===== src/rtl/neuron_stream_pkg.sv =====
// neuron_stream_pkg
// Shared definitions for the time-multiplexed neuron:
//   - unit_t / unit_signed_t number formats at the default width
//   - unit_max / unit_min range constants for unit_t
//   - neuron_stream_state_t, the evaluation FSM encoding
// Default parameter values are exported so the top and its users agree.
package neuron_stream_pkg;

    localparam int UNIT_W_DEF = 8;
    localparam int N_MAX_DEF  = 16;

    // unit_t u represents u / 2^W; unit_signed_t s represents s / 2^(W-1).
    typedef logic [UNIT_W_DEF-1:0]        unit_t;
    typedef logic signed [UNIT_W_DEF-1:0] unit_signed_t;

    localparam unit_t unit_max = '1;
    localparam unit_t unit_min = '0;

    typedef enum logic [2:0] {
        ST_IDLE      = 3'd0,
        ST_MAC       = 3'd1,
        ST_DIV_AVG   = 3'd2,
        ST_CLAMP     = 3'd3,
        ST_DIV_SCALE = 3'd4,
        ST_DONE      = 3'd5
    } neuron_stream_state_t;

endpackage


===== src/rtl/neuron_stream_if.sv =====
// neuron_stream_if
// Bundles the input beat stream, per-evaluation configuration, the result
// handshake and the busy status of neuron_stream.
//   master: stream source / result sink (drives beats, config, out_ready)
//   slave : the neuron (drives in_ready, results, busy)
interface neuron_stream_if
    import neuron_stream_pkg::*;
#(
    parameter int UNIT_W = UNIT_W_DEF,
    parameter int N_MAX  = N_MAX_DEF
);
    localparam int CFG_W = $clog2(N_MAX + 1);

    logic              in_valid;
    logic              in_ready;
    logic [UNIT_W-1:0] in_data;
    logic [UNIT_W-1:0] in_weight;
    logic [CFG_W-1:0]  cfg_fan_in;
    logic [UNIT_W-1:0] cfg_upper;
    logic [UNIT_W-1:0] cfg_lower;
    logic              out_valid;
    logic              out_ready;
    logic [UNIT_W-1:0] out_data;
    logic [UNIT_W-1:0] out_average;
    logic              out_too_big;
    logic              out_too_small;
    logic              busy;

    modport master (
        output in_valid, in_data, in_weight, cfg_fan_in, cfg_upper, cfg_lower, out_ready,
        input  in_ready, out_valid, out_data, out_average, out_too_big, out_too_small, busy
    );

    modport slave (
        input  in_valid, in_data, in_weight, cfg_fan_in, cfg_upper, cfg_lower, out_ready,
        output in_ready, out_valid, out_data, out_average, out_too_big, out_too_small, busy
    );

endinterface


===== src/rtl/neuron_stream_divider.sv =====
// seq_divider
// Unsigned restoring divider, one quotient bit per clock.
//   clk, rst  : clock, synchronous active-high reset
//   start     : load dividend/divisor (one cycle), begins a divide
//   dividend  : DW-bit unsigned numerator
//   divisor   : DW-bit unsigned denominator (never 0 in use)
//   quotient  : DW-bit result, valid while done is high
//   done      : one-cycle pulse after the last iteration
// Latency: the start cycle loads, then DW iterations; done follows the last.
module seq_divider #(
    parameter int DW = 21
) (
    input  logic          clk,
    input  logic          rst,
    input  logic          start,
    input  logic [DW-1:0] dividend,
    input  logic [DW-1:0] divisor,
    output logic [DW-1:0] quotient,
    output logic          done
);
    localparam int CW = $clog2(DW + 1);

    logic [DW:0]   rem_reg;
    logic [DW-1:0] quo_reg;
    logic [DW-1:0] dsr_reg;
    logic [CW-1:0] cnt_reg;
    logic          busy_reg;
    logic          done_reg;

    logic [DW:0]   shifted;
    logic [DW:0]   trial;

    // The remainder stays below the divisor, so the top bit of the trial
    // subtraction is a clean borrow flag.
    always_comb begin
        shifted = {rem_reg[DW-1:0], quo_reg[DW-1]};
        trial   = shifted - {1'b0, dsr_reg};
    end

    always_ff @(posedge clk) begin
        if (rst) begin
            rem_reg  <= '0;
            quo_reg  <= '0;
            dsr_reg  <= '0;
            cnt_reg  <= '0;
            busy_reg <= 1'b0;
            done_reg <= 1'b0;
        end else begin
            done_reg <= 1'b0;
            if (start) begin
                rem_reg  <= '0;
                quo_reg  <= dividend;
                dsr_reg  <= divisor;
                cnt_reg  <= CW'(DW);
                busy_reg <= 1'b1;
            end else if (busy_reg) begin
                if (!trial[DW]) begin
                    rem_reg <= trial;
                    quo_reg <= {quo_reg[DW-2:0], 1'b1};
                end else begin
                    rem_reg <= shifted;
                    quo_reg <= {quo_reg[DW-2:0], 1'b0};
                end
                cnt_reg <= cnt_reg - CW'(1);
                if (cnt_reg == CW'(1)) begin
                    busy_reg <= 1'b0;
                    done_reg <= 1'b1;
                end
            end
        end
    end

    assign quotient = quo_reg;
    assign done     = done_reg;

endmodule


===== src/rtl/neuron_stream.sv =====
// neuron_stream
// Sequential neuron: accumulates up to N_MAX (input, weight) products from a
// valid/ready stream with one multiplier, divides by the fan-in, clamps the
// average against a signed window and rescales it into the unit range.
//   clk, rst : clock, synchronous active-high reset
//   bus      : neuron_stream_if.slave -- input beats (in_*), configuration
//              (cfg_*, sampled on the first beat), result handshake (out_*)
//              and busy status
module neuron_stream
    import neuron_stream_pkg::*;
#(
    parameter int UNIT_W = UNIT_W_DEF,
    parameter int N_MAX  = N_MAX_DEF
) (
    input  logic            clk,
    input  logic            rst,
    neuron_stream_if.slave  bus
);
    localparam int ACC_W = 2 * UNIT_W + $clog2(N_MAX) + 1;
    localparam int CNT_W = $clog2(N_MAX + 1);
    localparam int EXT_W = ACC_W - UNIT_W;

    neuron_stream_state_t state_reg, state_next;

    logic signed [ACC_W-1:0]  acc_reg;
    logic [CNT_W-1:0]         count_reg;
    logic [CNT_W-1:0]         f_reg;
    logic signed [UNIT_W-1:0] upper_reg;
    logic signed [UNIT_W-1:0] lower_reg;
    logic signed [UNIT_W-1:0] avg_reg;
    logic [UNIT_W-1:0]        data_reg;
    logic                     too_big_reg;
    logic                     too_small_reg;
    logic                     div_launched_reg;

    logic signed [ACC_W-1:0]  product;
    logic [CNT_W-1:0]         f_first;
    logic                     beat_last;
    logic [ACC_W-1:0]         acc_mag;
    logic signed [ACC_W-1:0]  q_signed;
    logic signed [ACC_W-1:0]  q_shift;
    logic                     q_fits;
    logic signed [UNIT_W-1:0] avg_sat;
    logic                     clamp_low;
    logic                     clamp_high;
    logic                     zero_window;
    logic                     go_scale;
    logic signed [ACC_W-1:0]  scale_num;
    logic signed [ACC_W-1:0]  scale_den;
    logic [UNIT_W-1:0]        scale_sat;

    logic                     in_ready;
    logic                     out_valid;
    logic                     busy;
    logic                     div_start;
    logic [ACC_W-1:0]         div_dividend;
    logic [ACC_W-1:0]         div_divisor;
    logic [ACC_W-1:0]         div_quotient;
    logic                     div_done;

    // Unsigned input times signed weight, both widened to the accumulator.
    assign product = $signed({{EXT_W{1'b0}}, bus.in_data})
                   * $signed({{EXT_W{bus.in_weight[UNIT_W-1]}}, bus.in_weight});

    // Effective fan-in: 0 behaves as 1, anything above N_MAX as N_MAX.
    always_comb begin
        f_first = bus.cfg_fan_in;
        if (bus.cfg_fan_in == '0) begin
            f_first = CNT_W'(1);
        end else if (bus.cfg_fan_in > CNT_W'(N_MAX)) begin
            f_first = CNT_W'(N_MAX);
        end
    end

    assign beat_last = (count_reg + CNT_W'(1)) == f_reg;

    // Average: divide |acc| by F, restore the sign (truncation toward zero),
    // then floor-shift by W and saturate to the signed unit range.
    always_comb begin
        acc_mag  = acc_reg[ACC_W-1] ? ACC_W'(-acc_reg) : ACC_W'(acc_reg);
        q_signed = acc_reg[ACC_W-1] ? -$signed(div_quotient) : $signed(div_quotient);
        q_shift  = q_signed >>> UNIT_W;
        q_fits   = (&q_shift[ACC_W-1:UNIT_W-1]) | ~(|q_shift[ACC_W-1:UNIT_W-1]);
        if (q_fits) begin
            avg_sat = q_shift[UNIT_W-1:0];
        end else if (q_shift[ACC_W-1]) begin
            avg_sat = {1'b1, {(UNIT_W-1){1'b0}}};
        end else begin
            avg_sat = {1'b0, {(UNIT_W-1){1'b1}}};
        end
    end

    // Window decode. The lower-bound test wins, so an inverted window never
    // reaches the scaling divide and its divisor is always positive.
    always_comb begin
        clamp_low   = avg_reg < lower_reg;
        clamp_high  = avg_reg > upper_reg;
        zero_window = upper_reg == lower_reg;
        go_scale    = !clamp_low && !clamp_high && !zero_window;
        scale_num   = ($signed({{EXT_W{avg_reg[UNIT_W-1]}}, avg_reg})
                     - $signed({{EXT_W{lower_reg[UNIT_W-1]}}, lower_reg})) <<< UNIT_W;
        scale_den   = $signed({{EXT_W{upper_reg[UNIT_W-1]}}, upper_reg})
                     - $signed({{EXT_W{lower_reg[UNIT_W-1]}}, lower_reg});
        scale_sat   = (|div_quotient[ACC_W-1:UNIT_W]) ? {UNIT_W{1'b1}} : div_quotient[UNIT_W-1:0];
    end

    // The scaling divide is loaded from CLAMP itself, so DIV_SCALE holds
    // only the iterations; the averaging divide is loaded from DIV_AVG's
    // first cycle, after the final product has landed in acc.
    always_comb begin
        if (state_reg == ST_CLAMP) begin
            div_dividend = ACC_W'(scale_num);
            div_divisor  = ACC_W'(scale_den);
        end else begin
            div_dividend = acc_mag;
            div_divisor  = {{(ACC_W-CNT_W){1'b0}}, f_reg};
        end
    end

    seq_divider #(.DW(ACC_W)) u_divider (
        .clk      (clk),
        .rst      (rst),
        .start    (div_start),
        .dividend (div_dividend),
        .divisor  (div_divisor),
        .quotient (div_quotient),
        .done     (div_done)
    );

    // FSM: state register
    always_ff @(posedge clk) begin
        if (rst) begin
            state_reg <= ST_IDLE;
        end else begin
            state_reg <= state_next;
        end
    end

    // FSM: next state
    always_comb begin
        state_next = state_reg;
        case (state_reg)
            ST_IDLE:      if (bus.in_valid) state_next = (f_first == CNT_W'(1)) ? ST_DIV_AVG : ST_MAC;
            ST_MAC:       if (bus.in_valid && beat_last) state_next = ST_DIV_AVG;
            ST_DIV_AVG:   if (div_done) state_next = ST_CLAMP;
            ST_CLAMP:     state_next = go_scale ? ST_DIV_SCALE : ST_DONE;
            ST_DIV_SCALE: if (div_done) state_next = ST_DONE;
            ST_DONE:      if (bus.out_ready) state_next = ST_IDLE;
            default:      state_next = ST_IDLE;
        endcase
    end

    // FSM: outputs
    always_comb begin
        in_ready  = (state_reg == ST_IDLE) || (state_reg == ST_MAC);
        out_valid = state_reg == ST_DONE;
        busy      = state_reg != ST_IDLE;
        div_start = ((state_reg == ST_DIV_AVG) && !div_launched_reg)
                  || ((state_reg == ST_CLAMP) && go_scale);
    end

    // Datapath registers
    always_ff @(posedge clk) begin
        if (rst) begin
            acc_reg          <= '0;
            count_reg        <= '0;
            f_reg            <= '0;
            upper_reg        <= '0;
            lower_reg        <= '0;
            avg_reg          <= '0;
            data_reg         <= '0;
            too_big_reg      <= 1'b0;
            too_small_reg    <= 1'b0;
            div_launched_reg <= 1'b0;
        end else begin
            div_launched_reg <= state_reg == ST_DIV_AVG;
            case (state_reg)
                ST_IDLE: begin
                    if (bus.in_valid) begin
                        acc_reg   <= product;
                        count_reg <= CNT_W'(1);
                        f_reg     <= f_first;
                        upper_reg <= $signed(bus.cfg_upper);
                        lower_reg <= $signed(bus.cfg_lower);
                    end
                end
                ST_MAC: begin
                    if (bus.in_valid) begin
                        acc_reg   <= acc_reg + product;
                        count_reg <= count_reg + CNT_W'(1);
                    end
                end
                ST_DIV_AVG: begin
                    if (div_done) avg_reg <= avg_sat;
                end
                ST_CLAMP: begin
                    // Zero window and scaled paths both start from data 0.
                    data_reg      <= (!clamp_low && clamp_high) ? {UNIT_W{1'b1}} : {UNIT_W{1'b0}};
                    too_small_reg <= clamp_low;
                    too_big_reg   <= !clamp_low && clamp_high;
                end
                ST_DIV_SCALE: begin
                    if (div_done) data_reg <= scale_sat;
                end
                default: ;
            endcase
        end
    end

    assign bus.in_ready      = in_ready;
    assign bus.out_valid     = out_valid;
    assign bus.busy          = busy;
    assign bus.out_data      = data_reg;
    assign bus.out_average   = avg_reg;
    assign bus.out_too_big   = too_big_reg;
    assign bus.out_too_small = too_small_reg;

endmodule

===== src/flat_wrapper.sv =====
// flat-port wrapper written by rule: the top's interface ports become plain ports
module neuron_stream_flat import neuron_stream_pkg::*;
#(
    parameter int UNIT_W = UNIT_W_DEF,
    parameter int N_MAX  = N_MAX_DEF
)
  (clk, rst, bus_in_valid, bus_in_data, bus_in_weight, bus_cfg_fan_in, bus_cfg_upper, bus_cfg_lower, bus_out_ready, bus_in_ready, bus_out_valid, bus_out_data, bus_out_average, bus_out_too_big, bus_out_too_small, bus_busy);
  neuron_stream_if #(.UNIT_W(UNIT_W), .N_MAX(N_MAX)) bus_i ();
  input  logic clk;
  input  logic rst;
  input wire logic [$bits(bus_i.in_valid)-1:0] bus_in_valid;
  input wire logic [$bits(bus_i.in_data)-1:0] bus_in_data;
  input wire logic [$bits(bus_i.in_weight)-1:0] bus_in_weight;
  input wire logic [$bits(bus_i.cfg_fan_in)-1:0] bus_cfg_fan_in;
  input wire logic [$bits(bus_i.cfg_upper)-1:0] bus_cfg_upper;
  input wire logic [$bits(bus_i.cfg_lower)-1:0] bus_cfg_lower;
  input wire logic [$bits(bus_i.out_ready)-1:0] bus_out_ready;
  output wire logic [$bits(bus_i.in_ready)-1:0] bus_in_ready;
  output wire logic [$bits(bus_i.out_valid)-1:0] bus_out_valid;
  output wire logic [$bits(bus_i.out_data)-1:0] bus_out_data;
  output wire logic [$bits(bus_i.out_average)-1:0] bus_out_average;
  output wire logic [$bits(bus_i.out_too_big)-1:0] bus_out_too_big;
  output wire logic [$bits(bus_i.out_too_small)-1:0] bus_out_too_small;
  output wire logic [$bits(bus_i.busy)-1:0] bus_busy;
  assign bus_i.in_valid = bus_in_valid;
  assign bus_i.in_data = bus_in_data;
  assign bus_i.in_weight = bus_in_weight;
  assign bus_i.cfg_fan_in = bus_cfg_fan_in;
  assign bus_i.cfg_upper = bus_cfg_upper;
  assign bus_i.cfg_lower = bus_cfg_lower;
  assign bus_i.out_ready = bus_out_ready;
  assign bus_in_ready = bus_i.in_ready;
  assign bus_out_valid = bus_i.out_valid;
  assign bus_out_data = bus_i.out_data;
  assign bus_out_average = bus_i.out_average;
  assign bus_out_too_big = bus_i.out_too_big;
  assign bus_out_too_small = bus_i.out_too_small;
  assign bus_busy = bus_i.busy;
  neuron_stream #(.UNIT_W(UNIT_W), .N_MAX(N_MAX)) u_core (.clk(clk), .rst(rst), .bus(bus_i));
endmodule

===== config.mk =====
export PLATFORM = sky130hd
export DESIGN_NAME = neuron_stream_flat
export DESIGN_NICKNAME = d
export VERILOG_FILES = /design/src/rtl/neuron_stream_pkg.sv /design/src/rtl/neuron_stream_if.sv /design/src/rtl/neuron_stream_divider.sv /design/src/rtl/neuron_stream.sv /design/src/flat_wrapper.sv
export SDC_FILE = /design/constraint.sdc
export NUM_CORES = 1
export LEC_CHECK = 0
export BUFFER_PORTS_ARGS = -buffer_cell sky130_fd_sc_hd__buf_2
export CORE_MARGIN = 10
export CORE_UTILIZATION = 68
export CTS_CLUSTER_DIAMETER = 100
export CTS_CLUSTER_SIZE = 25
export DETAILED_ROUTE_END_ITERATION = 10
export PLACE_DENSITY = 0.87
export SYNTH_ARGS = -nofsm -noshare
export SYNTH_HDL_FRONTEND = slang
export SYNTH_SLANG_ARGS = --single-unit

===== constraint.sdc =====
create_clock -name clk -period 13.1 [get_ports clk]
set_input_delay 2.62 -clock clk [delete_from_list [all_inputs] [get_ports clk]]
set_output_delay 2.62 -clock clk [all_outputs]
set_load 0.03 [all_outputs]

==> results.toml, run 1 <==
[clock_tree]
clock-root-buffer = "clkbuf_16"
cts_tree = "yes"
cts_max_level = 4
cts_repair_resize_count = 0
cts_buffers = 17
holdBufCountCts = 0
cts_setup_buffers = 0
cts_buffer_depth = 2
clk_pin_slew_ps = 60
clk_latency_ps = 430
cts_sinks = 127

[placement]
hpwl_um = 20450
globalplace.congestion = 0.9711
place_ws_ps = 4249
io_buffers = 61

[setup_path]
path_max_fanout = 7
cp-start-kind = "input pin"
worst_r2r_path_depth = 11
cp-end-kind = "flip-flop"
crit_type = "in -> reg"
critPathSlowestCell = "fa_1"
worstPathRequired_ps = 13370
arrival_ps = 8730
max_stage_delay_ps = 540

[synthesis]
syn_inst = 1394
yosys-top-cells-count = "nand2_1 (146), dfxtp_1 (127), a21oi_1 (117)"
ys_types = 73
synthTopCellsByArea = "dfxtp_1 (23%), ha_1 (13%), fa_1 (7.3%), a21oi_1 (5.2%), nand2_1 (4.9%)"
netlist.area_leader.share = 0.2273
syn_area_mm2 = 0.01119
avgSynthCellArea_um2 = 8.025
synth_edf_count = 0
ys_seq_area_frac = 0.2273
synth_fp_nets = 1589
yosysWarnings = 0
synth-main-ff-cell = "dfxtp_1"
yosysMostFrequentCell = "nand2_1"
synth_seq_cells = 127
synth_area_leader_cell = "dfxtp_1"
async_reset_ff_frac = 0

[finish]
regArea_mm2 = 0.002544
nets = 1624
fillers = 1201
drive_gt1_frac = 0.09368
n_antenna_cell = 0
syn_to_final_growth_pct = 9.004
multi_input_area_mm2 = 0.007990

[die]
fp.coreArea_mm2 = 0.01600
die_width_um = 148.3
die-area_mm2 = 0.02198
dieHeight_um = 148.3
initial_utilization = 0.6992
ios = 62
rows = 46

[global_route]
track_usage = 0.2535
overflow = 0
antenna_found_initial = 0
grt_pass1_wl_um = 47090
grt_pass1_vias = 9909
grt_start_max_net_pins = 78

[timing]
fin_setup_tns_ps = 0
fin_crit_ps = 8455
hold_viol_final = 0
finalClockSkew_ps = 8.076
fin_crit_sh = 0.6454
tightest_slew_ps = 906.1
hold_ws_ps = 447.1
drv_slew = 0
worst_slack_ps = 4645
setup_viol = 0
relSlewSlack = 0.3931
fmax_mhz = 118.3
rsz0062_at_grt = "no"

[pwr]
power_density_mw_per_mm2 = 283.7
ir_drop_mv = 0.2138
p_leak_nw = 5.238

[drt]
drt_iter0_drc = 911
avgViaCountPerCell = 6.204
drtPass1Iterations = 5
postRouteAntennaNets = 0
remaining_drc_errors = 0
vias = 10280
wire_per_inst_um = 16.77
wirelength_um = 27780

[status]
status = "completed"

[hold_path]
hp-class = "reg -> reg"
whs_path_depth = 2

[run]
cap_violations = 0
==> power by group <==
group,switching [mW],total (mW),internal [mW]
Combinational,1.37,2.37,1.00
Clock,0.184,0.453,0.270
Sequential,0.147,0.641,0.493
Total,1.70,3.46,1.76
==> layout make-up <==
cell class | count | area share
Clock inverter | 12 | 0.009132
Timing Repair Buffer | 72 | 0.03201
Multi-Input combinational cell | 1095 | 0.6552
Tap cell | 216 | 0.02216
Clock buffer | 19 | 0.03714
Sequential cell | 127 | 0.2086
Inverter | 116 | 0.03571
==> final timing paths <==
check | startpoint | endpoint | slack [ps]
max | bus_in_weight[7] | u_core.acc_reg[20] | 4650
min reg2reg | u_core.bus.out_data[5] | u_core.bus.out_data[5] | 450
min | u_core.bus.out_data[5] | u_core.bus.out_data[5] | 450
max reg2reg | u_core.u_divider.dsr_reg[19] | u_core.u_divider.rem_reg[16] | 9430
==> cells in the final DEF (no fill, tap or decap), drive strengths merged, types with 20 or more instances in the layout <==
cell type / count
a211oi: 54
xnor2: 57
a21o: 20
ha: 113
mux2i: 38
dfxtp: 127
nor2: 99
xor2: 27
nand2: 146
nor3: 46
nand3: 20
a21oi: 117
o21ai: 67
buf: 72
fa: 41
inv: 117
and2: 46
==> routing by layer <==
metal,global-route usage,share of wire,wire [um],vias up
li1,-,-,-,4987
met1,0.3157,0.43,11990,4885
met2,0.4253,0.48,13350,350
met3,0.05006,0.063,1748,58
met4,0.09167,0.025,696,0
met5,0,0,0,-
==> critical path, delay by kind of cell <==
kind	cells	cell delay, ps
adder cells (fa/ha/maj)	6	2820
AO/OA/AOI/OAI	9	1770
buffers and inverters	5	610
AND/OR/NAND/NOR	4	580
XOR/XNOR	1	310
==> kinds of logic (layout without fill, tap and decap cells) <==
family | after synthesis | count (layout) | synth area share
simple gates | 441 | 441 | 0.1925
compound gates | 378 | 378 | 0.2208
buf+inv | 172 | 219 | 0.05861
fa+ha+maj | 154 | 154 | 0.1998
flops | 127 | 127 | 0.2273
xor+xnor | 84 | 84 | 0.06711
mux | 38 | 38 | 0.03400
==> metrics by stage <==
stage	power [mW]	std cells	util	area [um2]
5_1_grt	3.751	1657	0.7621	12190
3_3_place_gp	2.858	1626	0.7269	11630
4_1_cts	3.423	1657	0.7621	12190
2_1_floorplan	2.494	1394	-	11190
3_5_place_dp	2.932	1626	0.7269	11630
6_report	3.460	1657	0.7621	12190
Note: power is estimated with default switching activity, not from simulation.
==> run 2, diff against run 1 <==
- ABC_AREA: not set -> 1
- CORE_UTILIZATION: 68 -> 58
- PLACE_DENSITY: 0.87 -> 0.79
- clock period: 13.1 -> 6.8 ns (I/O delays scaled with it)
==> run 2 against run 1 <==
Synthesized cell count rose by 40%. Non-clock buffer count rose by 28. Wire length rose by 23%. Count of clock-buffer cells in the layout rose by 3. Clock skew rose by 5.1 ps.
==> results.toml, run 2 <==
[die]
die-area_mm2 = 0.02761
rows = 53
fp.coreArea_mm2 = 0.02102
ios = 62
dieHeight_um = 166.2
die_width_um = 166.2
initial_utilization = 0.5895

[timing]
relSlewSlack = 0.4530
drv_slew = 0
rsz0062_at_grt = "no"
setup_viol = 0
fin_crit_sh = 0.9305
hold_viol_final = 0
tightest_slew_ps = 819.7
fin_setup_tns_ps = 0
finalClockSkew_ps = 13.17
fin_crit_ps = 6327
fmax_mhz = 158.0

[run]
cap_violations = 0

[setup_path]
crit_top_cell = "a21oi_1"
path_max_fanout = 4
crit_buf_inv = 6
critPathSlowestCell = "fa_1"
cp-start-kind = "input pin"
crit_family = "adder cells"
crit_type = "in -> reg"
worstPathRequired_ps = 7160
cp-end-kind = "flip-flop"
max_stage_delay_ps = 540
arrival_ps = 6690

[global_route]
grt.met2_usage = 0.4264
grt_pass1_wl_um = 57900
track_usage = 0.2438
use_met1 = 0.2989
antenna_found_initial = 0
overflow = 0
grt_pass1_vias = 12140
grt_start_max_net_pins = 45
use_met3 = 0.02911
busiest_layer = "met2"

[drt]
vias = 12670
avgViaCountPerCell = 5.533
wire_per_inst_um = 14.89
remaining_drc_errors = 0
drt_iter0_drc = 1130
wirelength_um = 34110
postRouteAntennaNets = 0
drtPass1Iterations = 6

[synthesis]
synth_fp_nets = 2147
yosysWarnings = 0
yosysMostFrequentCell = "nand2_1"
ys_types = 50
synth_seq_cells = 127
syn_inst = 1952
synth-main-ff-cell = "dfxtp_1"
synth_area_leader_cell = "dfxtp_1"
async_reset_ff_frac = 0
syn_area_mm2 = 0.01239
netlist.area_leader.share = 0.2051
avgSynthCellArea_um2 = 6.349
synthTopCellsByArea = "dfxtp_1 (21%), nand2_1 (15%), ha_1 (11%), inv_1 (9.0%), fa_1 (6.6%)"
ys_seq_area_frac = 0.2051
synth_edf_count = 0
yosys-top-cells-count = "nand2_1 (486), inv_1 (297), nor2_1 (176)"

[finish]
nets = 2198
most-common-layout-cells = "nand2_1 (486), inv_1 (297), nor2_1 (176)"
fin_cells = 2290
drive_gt1_frac = 0.07940
final_common_cell = "nand2_1"
syn_to_final_growth_pct = 9.824
n_antenna_cell = 0
fin_util = 0.6475

[clock_tree]
clk_latency_ps = 430
cts_buffer_depth = 2
clock-root-buffer = "clkbuf_16"
cts_setup_buffers = 0
cts_buffers = 17
cts_max_level = 4
holdBufCountCts = 0
clk_pin_slew_ps = 60
cts_tree = "yes"
cts_sinks = 127

[placement]
placed_cells = 2259
io_buffers = 61
globalplace.congestion = 0.9411
hpwl_um = 26410

[hold_path]
hp-class = "reg -> reg"

[status]
status = "completed"
## run 2: cell types whose count changed in the layout (fill, tap and decap cells not counted), moves of 43 or more
cell and delta:
nor2_1 +78, nand3_1 +93, o21ai_0 +82, a211oi_1 -53, inv_1 +182, and2_1 -43, a21oi_1 +44, nand2_1 +340
## run 2: timing repair
| action | 4_1_cts | 5_1_grt |
|---|---|---|
| endpoints found under the setup margin | 0 | 2 |
| resized for setup | 0 | 3 |
| endpoints found under the hold margin | 0 | 0 |
## run 2: cell families after synthesis
family | synth area share
and+or+nand+nor | 0.3032
AOI/OAI and AO/OA | 0.1534
xor gates and xnor gates | 0.04170
DFF | 0.2051
buffers and inverters | 0.1163
adders and majority gates | 0.1803
## run 2: layout make-up
class                      count  area [um2]
clock buffer                  22       474.2
clock inverter                 9       86.33
fill                        1925        7411
inverter                     305        1145
multi-input combinational   1452        8421
sequential                   127        2542
tap                          275       344.1
timing repair buffer         100       598.1
## run 2: path summary, 6_finish.rpt
path                                    start                           to  slack (ps)  cells after the start
hold reg to reg   u_core.u_divider.dsr_reg[6]  u_core.u_divider.dsr_reg[6]         460                      2
setup / recovery             bus_in_weight[7]           u_core.acc_reg[19]         470                     26
setup reg to reg          u_core.lower_reg[1]  u_core.u_divider.rem_reg[8]        3770                     13
hold / removal    u_core.u_divider.dsr_reg[6]  u_core.u_divider.dsr_reg[6]         460                      2
## run 2: per-stage QoR
| step | area (um2) | setup WS, ps | hold slack [ps] |
|---|---|---|---|
| 3_5_place_dp | 13040 | 16.36 | 460.0 |
| 4_1_cts | 13600 | 437.4 | 469.5 |
| 6_report | 13610 | 472.8 | 462.4 |
| 2_1_floorplan | 12390 | 242.5 | 433.3 |
| 5_1_grt | 13610 | 11.30 | 490.3 |
| 3_3_place_gp | 13040 | 98.58 | 447.9 |
## run 2: routing by layer
layer  up-vias  share of wire
met3        65          0.046
met4         0          0.027
li1       6401              -
met2       353           0.49
met5         -              0
met1      5851           0.43
## run 2: worst min-delay path, stage by stage, from the launching register on
cell	delay [ps]
dfxtp_1	310
nand2_1	60
o21ai_1	50
Power of run 2 is not shown: default switching activity piles up to over one toggle a cycle in this logic, so the estimate is an artifact.
